$ cat src/rtl/lfsr_pkg.sv
// Shared widths, polynomial and lock-up substitute for the 16-bit LFSR.
package lfsr_pkg;

  localparam int LFSR_W = 16;

  typedef logic [LFSR_W-1:0] lfsr_t;

  // x^16 + x^15 + x^13 + x^4 + 1 : taps on state bits 15, 14, 12 and 3.
  localparam lfsr_t LFSR_TAPS     = 16'hD008;

  // Loaded instead of an all-zero seed, which would lock the register at zero.
  localparam lfsr_t LFSR_ZERO_SUB = 16'hACE1;

endpackage : lfsr_pkg

$ cat src/rtl/lfsr_next.sv
// Combinational next-state function of a Fibonacci LFSR.
// The feedback is the XOR of the tapped bits, and it enters at bit 0 as the state shifts left.
module lfsr_next
  import lfsr_pkg::*;
#(
  parameter int               WIDTH    = LFSR_W,
  parameter logic [WIDTH-1:0] TAP_MASK = LFSR_TAPS
) (
  input  logic [WIDTH-1:0] i_state,
  output logic [WIDTH-1:0] o_next
);

  logic [WIDTH-1:0] w_tapped;
  logic             w_fb;

  assign w_tapped = i_state & TAP_MASK;
  assign w_fb     = ^w_tapped;

  // Shift left by one and feed the parity of the tapped bits into the LSB.
  always_comb begin
    o_next = {i_state[WIDTH-2:0], w_fb};
  end

endmodule : lfsr_next

$ cat src/rtl/lfsr16.sv
// Free-running 16-bit Fibonacci LFSR with a seed reload on synchronous active-low reset.
// The state register drives out directly, so out has no combinational path from any input.
module lfsr16
  import lfsr_pkg::*;
#(
  parameter int               WIDTH    = LFSR_W,
  parameter logic [WIDTH-1:0] TAP_MASK = LFSR_TAPS,
  parameter logic [WIDTH-1:0] ZERO_SUB = LFSR_ZERO_SUB
) (
  input  logic             clk,
  input  logic             rst,
  input  logic [WIDTH-1:0] seed,
  output logic [WIDTH-1:0] out
);

  logic [WIDTH-1:0] r_state;
  logic [WIDTH-1:0] w_next;
  logic [WIDTH-1:0] w_load;

  // A zero seed would freeze the generator, so replace it with a known non-zero value.
  assign w_load = (seed == '0) ? ZERO_SUB : seed;

  lfsr_next #(
    .WIDTH    (WIDTH),
    .TAP_MASK (TAP_MASK)
  ) u_next (
    .i_state (r_state),
    .o_next  (w_next)
  );

  // Reload the seed every cycle while reset is low; otherwise advance one step.
  always_ff @(posedge clk) begin
    if (!rst) begin
      r_state <= w_load;
    end else begin
      r_state <= w_next;
    end
  end

  assign out = r_state;

endmodule : lfsr16

$ cat config.mk
export PLATFORM = sky130hd
export DESIGN_NAME = lfsr16
export DESIGN_NICKNAME = d
export VERILOG_FILES = /design/src/rtl/lfsr_pkg.sv /design/src/rtl/lfsr_next.sv /design/src/rtl/lfsr16.sv
export SDC_FILE = /design/constraint.sdc
export NUM_CORES = 1
export LEC_CHECK = 0
export CAP_MARGIN = 10
export CELL_PAD_IN_SITES_DETAIL_PLACEMENT = 1
export CELL_PAD_IN_SITES_GLOBAL_PLACEMENT = 1
export CORE_MARGIN = 10
export CORE_UTILIZATION = 31
export CTS_BUF_LIST = sky130_fd_sc_hd__clkbuf_4
export DETAILED_ROUTE_END_ITERATION = 6
export GPL_TIMING_DRIVEN = 0
export HOLD_SLACK_MARGIN = 0.05
export PLACE_DENSITY_LB_ADDON = 0.1
export SETUP_SLACK_MARGIN = 0.1
export SYNTH_ARGS = -nofsm -noshare
export SYNTH_HDL_FRONTEND = slang
export SYNTH_SLANG_ARGS = --single-unit
$ cat constraint.sdc
create_clock -name clk -period 2.9 [get_ports clk]
set_input_delay 0.58 -clock clk [delete_from_list [all_inputs] [get_ports clk]]
set_output_delay 0.58 -clock clk [all_outputs]
set_load 0.01 [all_outputs]
; After elaboration in Yosys (flattened, before gate mapping)
; Cells that the tools add are included.
[totals]
regBits = 16
inputBits = 18
word_cells = 5
[classes]
n_mux = 2
n_reduce_logical = 2
[op_table]
columns = op, count
row1 = $mux W16, 2
row2 = $logic_not A16 Y1, 1
row3 = $reduce_xor A16 Y1, 1

; Logic depth before layout (Yosys ltp)
[logic_depth]
depth_word = 3
mapped_depth = 4

; Modules after synthesis
; Synthesis repeated with hierarchy kept, for this count alone.
[unflattened]
hier_cells = 74
area_unflattened_um2 = 762.0
[modules_own_cells]
columns = mod, n_inst, cells_each, area_each_um2
row1 = lfsr16, 1, 55, 615.6
row2 = lfsr_next, 1, 19, 146.4

; Worst setup path before layout
; Ideal clock, no wire load.
[synth_timing]
kind = input to register
from = input port rst
to = register r_state[12] (netlist: out[12])
setup_ns = 0.121
arrival_time_ns = 1.261
required_time_ns = 2.779
setup_slack_ns = 1.519
stages = 3
path_cell_list = buf_2 -> buf_2 -> mux2_2
[synth_between]
elab_chain_cells = 1
[synth_lines]
columns = element, line
row1 = from (decl), lfsr16.sv:11  ; input logic rst,
row2 = $mux W16, lfsr16.sv:33  ; if (!rst) begin
row3 = to (signal assigned), lfsr16.sv:34  ; r_state <= w_load;
row4 = to (signal assigned), lfsr16.sv:36  ; r_state <= w_next;
row5 = to (decl), lfsr16.sv:16  ; logic [WIDTH-1:0] r_state;
; Every way passes these cells.

; Worst setup path after layout
[layout_timing]
from = register r_state[12] (netlist: out[12])
to = output port out[12]
[layout_rtl]
columns = element, line
row1 = to (decl), lfsr16.sv:13  ; output logic [WIDTH-1:0] out
; No word-level cell between the ends.

==> flow_summary.toml <==
[outcome]
status = "finished clean"

[worst_setup_path]
path_depth = 1
crit_chain = "clkdlybuf4s50_1"
cp_max_fo = 3
critical-path-slowest-cell = "clkdlybuf4s50_1"
critPathMaxStageDelay_ns = 0.57
crit_family = "buffers and inverters"
critical_path.startpoint = "out[12]"
reg2reg_from = "out[3]"
start_kind = "flop"
ff2ff_path_depth = 3
cp-end-kind = "primary output"
crit_buf_inv = 1
cp.arrival_ns = 1.22
r2r_end = "out[0]"
setup.worst_path.class = "flop to primary output"
crit_path_end = "out[12]"
crit_required_ns = 2.32
reg2reg_slack_ns = 1.99

[global_route]
grt_use_total_pct = 9.13
grt_antenna_before_repair = 0
overflow = 0
grt_max_degree = 11
grt_pass1_wl_um = 2970
first_global_vias = 610

[yosys]
synth_xor_area_share_pct = 4.09
ys_ff_latch = 16
synth_top_family_by_area = "simple AND/OR/NAND/NOR gates"
synth.net_count = 75
ys.warnings.count = 0
avgSynthCellArea_um2 = 11.3
synth_fa_ha_area_share_pct = 0
ys_types = 12
syn_inst = 57
synth_compound_area_share_pct = 9.92
yosysSeqAreaShare_pct = 49.8
yosys-mux-area-fraction_pct = 14.0
netlist_area_um2 = 643
synth-simple-area-share_pct = 16.0

[clock_network]
cts_tree = "yes"
clock_path_buffers = 2
htreeDepth = 1
post-cts-setup-buffers = 0
clock_sinks = 16
cts_root_buf = "clkbuf_4"
cts_buffers = 3
postCtsResizedCells = 0
worstSkewPairLatency_ns = 0.27
holdBufCountCts = 0
path_clk_slew_ns = 0.08

[place]
place_area_um2 = 997
gp_congestion = 0.671
dp_hpwl_um = 1590
port_buffers = 32

[finish]
mostFrequentLayoutCells = "clkdlybuf4s50_1, dfxtp_1, mux2_2, inv_1"
num-nets-final = 112
area_growth_pct = 58.6
drive_gt1_share_pct = 20.7
fillers = 242
largest_reg_flops = 16
final_common_cell = "clkdlybuf4s50_1"
diodes = 0
finalInstanceArea_mm2 = 0.00102

[pwr]
power.total_uw = 509
leakagePower_nw = 0.400
ir_drop_v = 0.000262
powerDensity_mw_per_mm2 = 499

[route]
avgRoutedWirePerCell_um = 15.6
wirelength_um = 1860
ant_nets = 0
drt_iter0_drc = 7
drt-vias-per-instance = 4.34
vias = 517
drc = 0
drt_pass1_iterations = 3

[sta]
maxSlewViolCount = 0
tightestPinTransition_ns = 0.433
fin_crit_sh_pct = 61.9
fin_tns_setup_ns = 0
max_freq_mhz = 557
slew_headroom_pct = 71.1
hold_viol_final = 0
setup_viol = 0
clock_skew_ns = 0.00222
rsz0062_at_grt = "no"
min_period_ns = 1.80

[die]
coreArea_mm2 = 0.00196
rows = 16
start_util_pct = 32.8
dieHeight_um = 65.5
dieArea_mm2 = 0.00430
die-width_um = 65.5
io_pins = 34

[run]
maxCapViolCount = 0

[hold_path]
hold_class = "flop to flop"
## area by class of cell
type	count	area, um^2	area share [%]
buffer	2	10.0	0.982
clock buffer	3	22.5	2.21
sequential	16	320	31.4
timing repair buffer	32	320	31.4
tap	27	33.8	3.31
inverter	8	30.0	2.94
multi-input combinational	31	283	27.7
## metal layers
layer	vias up	GRT usage, %	wire length, um
li1	262	-	-
met1	235	9.42	676
met2	18	15.1	997
met3	2	4.24	165
met4	0	4.81	14
met5	-	0	0
## how the worst min path moves through the flow
stage             from      end  slack, ns  cells after the start
2_1_floorplan   out[9]  out[10]       0.52                      2
3_3_place_gp    out[2]   out[3]       0.46                      1
3_5_place_dp   out[11]  out[12]       0.48                      1
4_1_cts         out[8]   out[9]       0.50                      1
5_1_grt        out[11]  out[12]       0.52                      1
6_report        out[7]   out[8]       0.50                      1
## Yosys cell counts (all sizes together)
master | instances | area (um^2)
buf | 2 | 10.0
inv | 8 | 30.0
a41oi | 1 | 16.3
nor2b | 7 | 43.8
a22oi | 1 | 12.5
nor4 | 4 | 58.8
xor2 | 2 | 17.5
dfxtp | 16 | 320
xnor2 | 1 | 8.76
mux2 | 8 | 90.1
a21oi | 7 | 35.0
## power breakdown
group	total (mW)	switching [mW]	leakage [nW]	internal (mW)
Sequential	0.260	0.0151	0.135	0.245
Clock	0.109	0.0613	0.0138	0.0480
Combinational	0.139	0.0521	0.251	0.0867
## cells by family after synthesis
kind of cell | after synthesis
AO/OA/AOI/OAI | 9
AND/OR/NAND/NOR | 11
XOR/XNOR | 3
multiplexers | 8
flip-flops | 16
buffers and inverters | 10
## stage by stage
stage	util (%)	setup slack, ns	instances	hold slack [ns]
detailed placement	50.8	0.841	116	0.482
CTS	52.0	1.07	119	0.504
floorplan	-	1.52	57	0.516
global route	52.0	1.00	119	0.525
finish	52.0	1.10	119	0.499
global placement	50.8	0.818	116	0.464
(Power assumes the default switching activity.)
